$ cat src/rtl/rle_fb_sequencer.sv
// Frame and download sequencer for the RLE framebuffer and its image library.
// Restarts the decompressor on each frame, primes the ROM/decoder pipeline,
// paces decode during active video, and owns the library write port while a
// loader download is in progress.
//
// state      | meaning
// -----------+-----------------------------------------------------------
// WAIT_FRAME | display blanked, waiting for frame_start
// SYNC       | one-clock decompressor restart pulse
// PRIME      | forced enables filling the ROM/decoder pipeline
// RUN        | enables follow ce_pix & de, display visible
// LOAD       | loader owns the image library write port, display blanked
module rle_fb_sequencer #(
    parameter int PRIME_CYCLES = 2,
    parameter int ADDR_W       = 17
) (
    input  logic              clock,
    input  logic              reset_n,
    input  logic              ce_pix,
    input  logic              de,
    input  logic              frame_start,
    input  logic [1:0]        req_mode,
    input  logic              dl_active,
    input  logic              dl_wr,
    input  logic [ADDR_W-1:0] dl_addr,
    input  logic [7:0]        dl_data,
    output logic              fb_enable,
    output logic              fb_sync,
    output logic [1:0]        fb_mode,
    output logic              fb_wren,
    output logic [ADDR_W-1:0] fb_wraddress,
    output logic [7:0]        fb_data,
    output logic              blank,
    output logic              load_done,
    output logic [ADDR_W:0]   load_bytes
);

    typedef enum logic [2:0] {
        WAIT_FRAME = 3'd0,
        SYNC       = 3'd1,
        PRIME      = 3'd2,
        RUN        = 3'd3,
        LOAD       = 3'd4
    } state_t;

    // Prime length fits in three bits (1..7).
    localparam logic [2:0]      PRIME_LOAD = 3'(PRIME_CYCLES);
    localparam logic [ADDR_W:0] BYTE_ONE   = {{ADDR_W{1'b0}}, 1'b1};

    state_t     state;
    logic [2:0] prime_cnt;

    // Sequencer FSM; every output is a register updated alongside the state.
    always_ff @(posedge clock or negedge reset_n) begin
        if (!reset_n) begin
            state        <= WAIT_FRAME;
            prime_cnt    <= 3'd0;
            fb_enable    <= 1'b0;
            fb_sync      <= 1'b0;
            fb_mode      <= 2'd0;
            fb_wren      <= 1'b0;
            fb_wraddress <= '0;
            fb_data      <= 8'd0;
            blank        <= 1'b1;
            load_done    <= 1'b0;
            load_bytes   <= '0;
        end else begin
            fb_sync   <= 1'b0;
            fb_wren   <= 1'b0;
            load_done <= 1'b0;

            if (dl_active && state != LOAD) begin
                // A download wins over everything, including a same-cycle frame_start.
                state      <= LOAD;
                fb_enable  <= 1'b0;
                blank      <= 1'b1;
                load_bytes <= '0;
                prime_cnt  <= 3'd0;
            end else begin
                case (state)
                    WAIT_FRAME: begin
                        fb_enable <= 1'b0;
                        blank     <= 1'b1;
                        if (frame_start) begin
                            fb_mode <= req_mode;
                            fb_sync <= 1'b1;
                            state   <= SYNC;
                        end
                    end

                    SYNC: begin
                        fb_enable <= 1'b1;
                        prime_cnt <= PRIME_LOAD;
                        state     <= PRIME;
                    end

                    PRIME: begin
                        if (frame_start) begin
                            fb_mode   <= req_mode;
                            fb_sync   <= 1'b1;
                            fb_enable <= 1'b0;
                            state     <= SYNC;
                        end else if (prime_cnt == 3'd1) begin
                            // Pipeline is full: hand pacing to the pixel enable.
                            prime_cnt <= 3'd0;
                            fb_enable <= ce_pix & de;
                            blank     <= 1'b0;
                            state     <= RUN;
                        end else begin
                            prime_cnt <= prime_cnt - 3'd1;
                            fb_enable <= 1'b1;
                        end
                    end

                    RUN: begin
                        if (frame_start) begin
                            // blank is left low so back-to-back frames stay visible.
                            fb_mode   <= req_mode;
                            fb_sync   <= 1'b1;
                            fb_enable <= 1'b0;
                            state     <= SYNC;
                        end else begin
                            fb_enable <= ce_pix & de;
                        end
                    end

                    LOAD: begin
                        if (dl_active) begin
                            if (dl_wr) begin
                                fb_wren      <= 1'b1;
                                fb_wraddress <= dl_addr;
                                fb_data      <= dl_data;
                                if (load_bytes != '1) begin
                                    load_bytes <= load_bytes + BYTE_ONE;
                                end
                            end
                        end else begin
                            // Falling dl_active: any coincident dl_wr is dropped.
                            load_done <= 1'b1;
                            state     <= WAIT_FRAME;
                        end
                    end

                    default: begin
                        fb_enable <= 1'b0;
                        blank     <= 1'b1;
                        state     <= WAIT_FRAME;
                    end
                endcase
            end
        end
    end

endmodule

$ cat config.mk
export PLATFORM = sky130hd
export DESIGN_NAME = rle_fb_sequencer
export DESIGN_NICKNAME = d
export VERILOG_FILES = /design/src/rtl/rle_fb_sequencer.sv
export SDC_FILE = /design/constraint.sdc
export NUM_CORES = 1
export LEC_CHECK = 0
export ABC_AREA = 1
export ABC_CLOCK_PERIOD_IN_PS = 1800
export CAP_MARGIN = 20
export CORE_ASPECT_RATIO = 2
export CORE_UTILIZATION = 48
export DETAILED_ROUTE_END_ITERATION = 8
export PLACE_DENSITY_LB_ADDON = 0.08
export SYNTH_ARGS = -nofsm -noshare
export SYNTH_HDL_FRONTEND = slang
export SYNTH_SLANG_ARGS = --single-unit
$ cat constraint.sdc
create_clock -name clock -period 1.8 [get_ports clock]
set_input_delay 0.36 -clock clock [delete_from_list [all_inputs] [get_ports clock]]
set_output_delay 0.36 -clock clock [all_outputs]
set_load 0.05 [all_outputs]
# == Yosys cells after proc, flatten, opt, wreduce, memory -nomap -nowiden ==
# Index checks and enable logic that the tools add are counted.
# op_classes
add_sub_neg,2
eq_ne,14
muxes,34
bitwise_logic,2
reduce_logical,16
# ops
operator,n
$mux 18,5
$mux 3,8
$add 18x1->18 const B,1
$ne 18x18->1 const B,1
$mux 1,17
$ne 3x3->1 const B,4
$pmux 3 s4,1
$reduce_and 3->1,3
$reduce_and 4->1,2
$reduce_bool 2->1,4
$eq 3x1->1 const B,2
$eq 3x2->1 const B,2
$pmux 3 s2,1
$reduce_or 3->1,2
$ne 4x4->1 const B,1
$pmux 1 s4,1
$eq 3x3->1 const B,1
$logic_not 3->1,1
$ne 3x1->1 const B,1
$reduce_bool 3->1,1
$sub 3x1->3 const B,1
$ne 2x1->1 const B,1
$ne 2x2->1 const B,1
$pmux 1 s2,1
other kinds (5),5
# totals
regBits,56
inputBits,34
output_inout_bits,50
wordCells,79

# == Longest topological paths before layout ==
# Gate-level depths: netlist of run 1.
# logic_depth
ltp_word,6
mapped_depth,10
mapped_depth_nobuf,10

# == Least setup slack after synthesis of run 1 ==
# Ideal clock, no wire load.
# synth_path
kind,register to register
startpoint,register load_bytes[1]
endpoint,register load_bytes[12]
setup_ns,0.074
arrival_ns,1.863
required_ns,1.726
setup_slack_ns,-0.137
stages_incl_launch_ff,11
n_path_buf,1
period_less_slack_ns,1.937
path_cell_list,dfrtp_1 -> ha_1 -> nand2_1 -> nor2_2 -> nand2_2 -> nor2_4 -> nand2_4 -> nand2_8 -> buf_12 -> nand2_2 -> o21ai_2
# synth_via
elab_chain_len,6
elab_cells_between_ends,9
classes_between,add/sub: 1; eq/ne: 1; mux: 5; reduce/logical: 2
# synth_rtl
item,line_no,text
"start, declared",35,output logic [ADDR_W:0] load_bytes
"start signal, assigned",134,load_bytes <= load_bytes + BYTE_ONE;
$add 18x1->18,134,
$mux 18,133,if (load_bytes != '1) begin
$mux 18,129,if (dl_wr) begin
$mux 18,128,if (dl_active) begin
$mux 18,80,case (state)
$mux 18,72,if (dl_active && state != LOAD) begin
# Parallel ways exist; a longest one is shown, timed or not. The select of a mux whose other input is x is not followed.
# A chain may end at the register's enable or synchronous reset.

# == Worst setup path after layout of run 1 ==
# layout_path
startpoint,register load_bytes[4]
endpoint,register load_bytes[17]
# The elaborated chain is that of the path after synthesis.

==> results.md, run 1 <==
- Hold Path Class: primary input to async pin
- Slew @ Worst Pin: 0.447 ns
- CP required: roughly 2.0 ns
- Clock transition at path regs: 0.07 ns
- Syn_nets: 420
- Fraction of layout cells with a size suffix above 1: 21.8%
- Core area: around 0.006 sq mm
- Post-Route WL: 7.32 mm
- Port Buffers: 83
- Via density: 5.18
- Layout filler cell count: between 500 and 600
- Post-layout nets: 509
- GPL Wtd Cong: 0.906
- Syn Area/Cell: 7.75 sq um
- Skew-Pair Late Insertion Delay: ~0.3 ns
- Root buffer cell: clkbuf_16
- Top cell by count, worst path: nand2_1
- Initial DRC count: 140
- RSZ-0062 raised after global routing: no
- Number of buffers created by CTS: 5
- Setup violators final: 0
- Critical-path cell list: nand2_1 -> nor2_1 -> nand2_1 -> nor2_1 -> nand3_1 -> nand2_1 -> nand2_1 -> nand2_1 -> inv_1
- Worst path bufs/invs: 1
- Worst Clk Skew: 0.00684 ns
- Die Width: 57.6 um
- Cell family with most CP delay: simple AND/OR/NAND/NOR gates
- Tcrit/Tclk final: approximately 90%
- Worst VDD drop: around 0.94 mV
- Max-cap violations: 0
- Critical Path End Type: flop
- Status: complete, but fails checks
- CTS Hold Bufs: 0
- Critical Path AT: ~1.9 ns
- Post-synthesis register bit count: 56
- Number of global-route vias before repair: 2802
- Post-Synthesis Cells: 383
- Critical path's largest stage delay: 0.45 ns
- Relative slew slack: 70.1%
- Initial antenna violation count: 0
- WL per Instance: between 10 and 15 um
- Synth warn: 0
- Overflow after GRT: 0
- Commonest non-fill, non-tap cell in the layout: nand2_1
- Synth Flop Type: dfrtp_1
- P_leak: around 2.0 nW
- Cell Area, Synth: 0.00297 sq mm
- Clock tree sinks: between 50 and 60
- Post-layout util: 65.6%
- Number of diodes: 0
- Clock Tree Buf Depth: 2
- Worst R2R Setup Slack: 0.14 ns
- Max Slew Vio Count: 0
- FFs w/ async S/R, synth: 100%
- Effective utilization at floorplan: 49.4%
- Crit Path Category: flop to flop
- Post-CTS setup buffer count: 0
- Antenna viol nets, final: 0
- Row cnt: 40
- DRC viols: 4
- Minimum clock period: 1.66 ns
- Worst-path fanout max: 6
- Fmax: 0.602 GHz
- P per Cell Area: about 1100 mW/mm^2
- Worst setup SP type: flop
- First-pass iteration count of the detailed router: 6
- Largest net degree at the start of global routing: 57
- Most frequent cells in the layout: nand2_1 (153), buf_4 (56), dfrtp_1 (53)
- Slowest cell on the critical path: dfrtp_1
- DP Wirelength: between 5 and 6 mm
- Die area: 0.00652 sq mm
- Chip height: about 110 um
- Sequential-to-total area share from yosys stat: 47.2%
- Area Growth Syn to Fin: 32.7%
- H-Tree Depth: 2
- Setup TNS: 0 ns
- IO Pins: 84
- Final Hold Vio Count: 0
- Post_cts resized: 0
- Total GRT Usage: about 25%
- Post-synth EDFFs: 0
- Detailed-route via count: roughly 2800
- TritonCTS clock tree: built
- Failing checks: design-rule violations
- Synth cell types: 30
- Global-route wire length before repair: 12.2 mm
path summary, 6_finish.rpt:
check | from | endpoint | cells after the start
max | load_bytes[4]$_DFFE_PN0P_ | load_bytes[17]$_DFFE_PN0P_ | 9
min | reset_n | load_bytes[4]$_DFFE_PN0P_ | 2
max reg2reg | load_bytes[4]$_DFFE_PN0P_ | load_bytes[17]$_DFFE_PN0P_ | 9
min reg2reg | fb_data[4]$_DFFE_PN0P_ | fb_data[4]$_DFFE_PN0P_ | 2
max in group asynchronous | reset_n | blank$_DFFE_PN1P_ | 2
min in group clock | fb_data[4]$_DFFE_PN0P_ | fb_data[4]$_DFFE_PN0P_ | 2
worst register-to-register path: cells and delay by family (launching register included):
family,cells,cell delay (ns)
flip-flops,1,0.45
AND/OR/NAND/NOR,8,1.07
buffers and inverters,1,0.04
registers in the layout, summed over array words and instances (netlist names):
signal,count
fb_data,8
load_done,1
fb_sync,1
fb_mode,2
fb_enable,1
state,3
prime_cnt,3
blank,1
fb_wraddress,17
load_bytes,18
fb_wren,1
synthesized netlist by cell type, types with 3 or more instances:
library cell / instances / area share [%]
nand2_1: 153 / 19
dfrtp_1: 55 / 46
inv_1: 35 / 4.4
nor2_1: 33 / 4.2
nand3_1: 29 / 4.9
o21ai_2: 11 / 3.2
o21ai_0: 10 / 1.7
nand4_1: 8 / 1.7
nand2_2: 7 / 1.5
buf_2: 6 / 1.0
xor2_1: 4 / 1.2
ha_1: 3 / 1.3
nand2_4: 3 / 1.1
nor2_2: 3 / 0.63
nor2_4: 3 / 1.1
layout make-up:
type	count	area [sq um]	area share, %
flip-flops and latches	56	1410	35.7
multi-input cells	280	1350	34.2
repair buffers	93	826	21.0
clock buffers	6	139	3.52
inverters	36	135	3.43
well taps	63	78.8	2.00
clock inverters	2	10.0	0.254
stage by stage:
| step | power (W) | instance area (sq um) | hold slack [ns] | std cells | setup slack, ns |
|---|---|---|---|---|---|
| after floorplan | 0.00294 | 2970 | 0.0644 | 383 | 0.0386 |
| after global placement | 0.00354 | 3790 | 0.388 | 528 | 0.0775 |
| after detailed placement | 0.00357 | 3790 | 0.386 | 528 | 0.0154 |
| after CTS | 0.00457 | 3940 | 0.0658 | 536 | 0.143 |
| after global routing | 0.00476 | 3940 | 0.0814 | 536 | 0.00657 |
| final | 0.00453 | 3940 | 0.0259 | 536 | 0.138 |
routing by layer:
| metal | vias up | share of wire [%] | global-route usage (%) |
|---|---|---|---|
| li1 | 1373 | - | - |
| met1 | 1304 | 35 | 22.6 |
| met2 | 87 | 58 | 48.8 |
| met3 | 13 | 4.0 | 3.89 |
| met4 | 0 | 2.8 | 12.2 |
| met5 | - | 0 | 0 |
power by group:
group / switching, W / total [W] / internal, W
clock: 0.000439 / 0.000989 / 0.000550
sequential: 0.000182 / 0.00169 / 0.00151
combinational: 0.00127 / 0.00185 / 0.000572
total: 0.00190 / 0.00453 / 0.00263
cells by family after synthesis:
family / Yosys count / share of synthesized area, %
AO/OA/AOI/OAI: 29 / 6.83
XOR/XNOR: 5 / 1.47
adder cells (fa/ha/maj): 3 / 1.26
buffers and inverters: 47 / 7.42
flip-flops: 56 / 47.2
AND/OR/NAND/NOR: 243 / 35.8
(Power assumes the default switching activity.)
==> run 2, diff against run 1 <==
Settings changed: CORE_MARGIN set to 2, CTS_CLUSTER_SIZE set to 14.
==> run 2 against run 1 <==
The flow now finishes without violations; largest cell class unchanged; clock-buffer cell count is the same; maximum frequency is 0.19% higher; global-route usage decreased by 1.5 points; highest routed layer unchanged; sequential power about the same; critical endpoint is now load_bytes[3]$_DFFE_PN0P_; combinational power is essentially flat; sequential share of layout area down 0.12 points.
==> results.md, run 2 (synthesis gave the netlist of run 1 again) <==
- Minimum clock period: 1.66 ns
- Post-layout nets: 510
- First-pass iteration count of the detailed router: 4
- Max reg flops: 18
- NetSw: 0.00191 W
- Fmax: about 0.60 GHz
- Max Slew Vio Count: 0
- Port Buffers: 83
- Slowest cell on the critical path: dfrtp_2
- Total power: 0.00456 W
- Worst VDD drop: 1.07 mV
- IO Pins: 84
- CP required: 2.02 ns
- CP startpoint: load_bytes[1]$_DFFE_PN0P_
- Core area: 0.00601 sq mm
- Met1 Use GR: 23.7%
- Sequential cell fraction of total power: between 30% and 40%
- Root buffer cell: clkbuf_16
- Commonest non-fill, non-tap cell in the layout: nand2_1
- Number of diodes: 0
- Area Growth Syn to Fin: 33.2%
- Post-Route WL: 7.28 mm
- Met2 capacity usage during global routing: 42.5%
- Antenna viol nets, final: 0
- Global-route wire length before repair: approximately 12 mm
- P per Cell Area: 1150 mW/mm^2
- Hold Path Class: primary input to async pin
- Gate power share: just over 40%
- Overflow after GRT: 0
- Int Power: 0.00265 W
- Via density: 5.05
- Fraction of layout cells with a size suffix above 1: between 20 and 25%
- Clock power share: 22.1%
- Placed cell count: roughly 530
- Clock Tree Buf Depth: 2
- Max-cap violations: 0
- Worst path bufs/invs: 0
- Final cell count without fillers: between 500 and 600
- Met3 GRT Util: 3.94%
- Die area: 0.00687 sq mm
- Initial DRC count: 114
- Worst-path fanout max: 24
- TritonCTS clock tree: built
- Most used routing layer: met2
- Crit Path Category: flop to flop
- DP Wirelength: approximately 5.5 mm
- Critical path's largest stage delay: 0.42 ns
- Slew @ Worst Pin: between 0.4 and 0.5 ns
- H-Tree Depth: 2
- Setup violators final: 0
- Most frequent cells in the layout: nand2_1 (153), buf_4 (57), dfrtp_1 (53)
- Critical Path AT: 1.88 ns
- Status: finished clean
- Worst setup SP type: flop
- Number of global-route vias before repair: 2626
- P_leak: about 2 nW
- WL per Instance: 13.6 um
- Detailed-route via count: 2712
- Top cell by count, worst path: nand2_1
- DRC viols: 0
- RSZ-0062 raised after global routing: no
- Final hold slack: 0.0411 ns
- Effective utilization at floorplan: 49.4%
- Relative slew slack: 72.0%
- Cell family with most CP delay: simple AND/OR/NAND/NOR gates
- Initial antenna violation count: 0
- Biggest registers after layout: load_bytes: 18 flops, fb_wraddress: 17 flops, fb_data: 8 flops
- Tcrit/Tclk final: between 90% and 100%
- Worst Clk Skew: 0.00408 ns
- Largest net degree at the start of global routing: 57
- Chip height: 115 um
- Die Width: ~60 um
- CTS Hold Bufs: 0
- Skew-Pair Late Insertion Delay: 0.30 ns
- Setup TNS: 0 ns
- Row cnt: 40
- Reg with most FFs: load_bytes
- Critical Path End Type: flop
- Clock transition at path regs: 0.07 ns
- Total GRT Usage: a little under a quarter
- Layout filler cell count: 533
- Worst r2r src: load_bytes[1]$_DFFE_PN0P_
- Sw frac: 41.9%
- GPL Wtd Cong: 0.881
- Final Hold Vio Count: 0
- Clock tree sinks: 56
- Post-layout util: 65.8%
- Number of buffers created by CTS: 5
- Critical-path cell list: ha_1 -> nand2_1 -> nor2_2 -> nand2_2 -> nor2_4 -> nand2_4 -> nand2_8 -> nand2_1 -> o21ai_2
[run 2: layout make-up]
cell class              instances  area, sq um  area share (%)
flip-flops and latches         56         1410            35.5
well taps                      63         78.8            1.99
clock buffers                   6          139            3.51
clock inverters                 2         13.8           0.348
multi-input cells             280         1350            34.1
inverters                      36          135            3.42
repair buffers                 94          833            21.1
[run 2: per-stage QoR]
stage,setup WS [ns],instance area [sq um]
CTS,0.144,3950
floorplan,0.0386,2970
global route,0.0385,3950
detailed placement,0.0236,3800
global placement,0.0345,3800
finish,0.141,3950
[run 2: worst paths after layout]
| check | to | slack, ns | cells after the start |
|---|---|---|---|
| setup / recovery | load_bytes[3]$_DFFE_PN0P_ | 0.14 | 9 |
| hold / removal | load_bytes[4]$_DFFE_PN0P_ | 0.04 | 2 |
| setup reg to reg | load_bytes[3]$_DFFE_PN0P_ | 0.14 | 9 |
| hold reg to reg | fb_data[7]$_DFFE_PN0P_ | 0.48 | 2 |
| max in group asynchronous | blank$_DFFE_PN1P_ | 1.44 | 2 |
| min in group clock | fb_data[7]$_DFFE_PN0P_ | 0.48 | 2 |
[run 2: power groups by stage]
stage / Combinational (W) / Sequential [W] / Clock [W]
4_1_cts: 0.00189 / 0.00168 / 0.00103
5_1_grt: 0.00199 / 0.00171 / 0.00109
3_3_place_gp: 0.00186 / 0.00170 / 0
2_1_floorplan: 0.000474 / 0.00246 / 0
3_5_place_dp: 0.00188 / 0.00170 / 0
6_report: 0.00187 / 0.00168 / 0.00101
[run 2: worst reg2reg max path: stages, from the launching register on]
cell and delay [ns]:
dfrtp_2 0.42, ha_1 0.19, nand2_1 0.07, nor2_2 0.18, nand2_2 0.11, nor2_4 0.18
nand2_4 0.10, nand2_8 0.18, nand2_1 0.11, o21ai_2 0.06
[run 2: timing repair]
| item | 4_1_cts | 5_1_grt |
|---|---|---|
| setup buffers | 0 | 0 |
| setup endpoints to repair | 0 | 1 |
| resized for setup | 0 | 1 |
[run 2: layer usage]
metal,up-vias,routed length (um),share of wire (%)
met3,17,271,3.7
met4,0,231,3.2
li1,1381,-,-
met1,1246,2630,36
met2,68,4140,57
met5,-,0,0
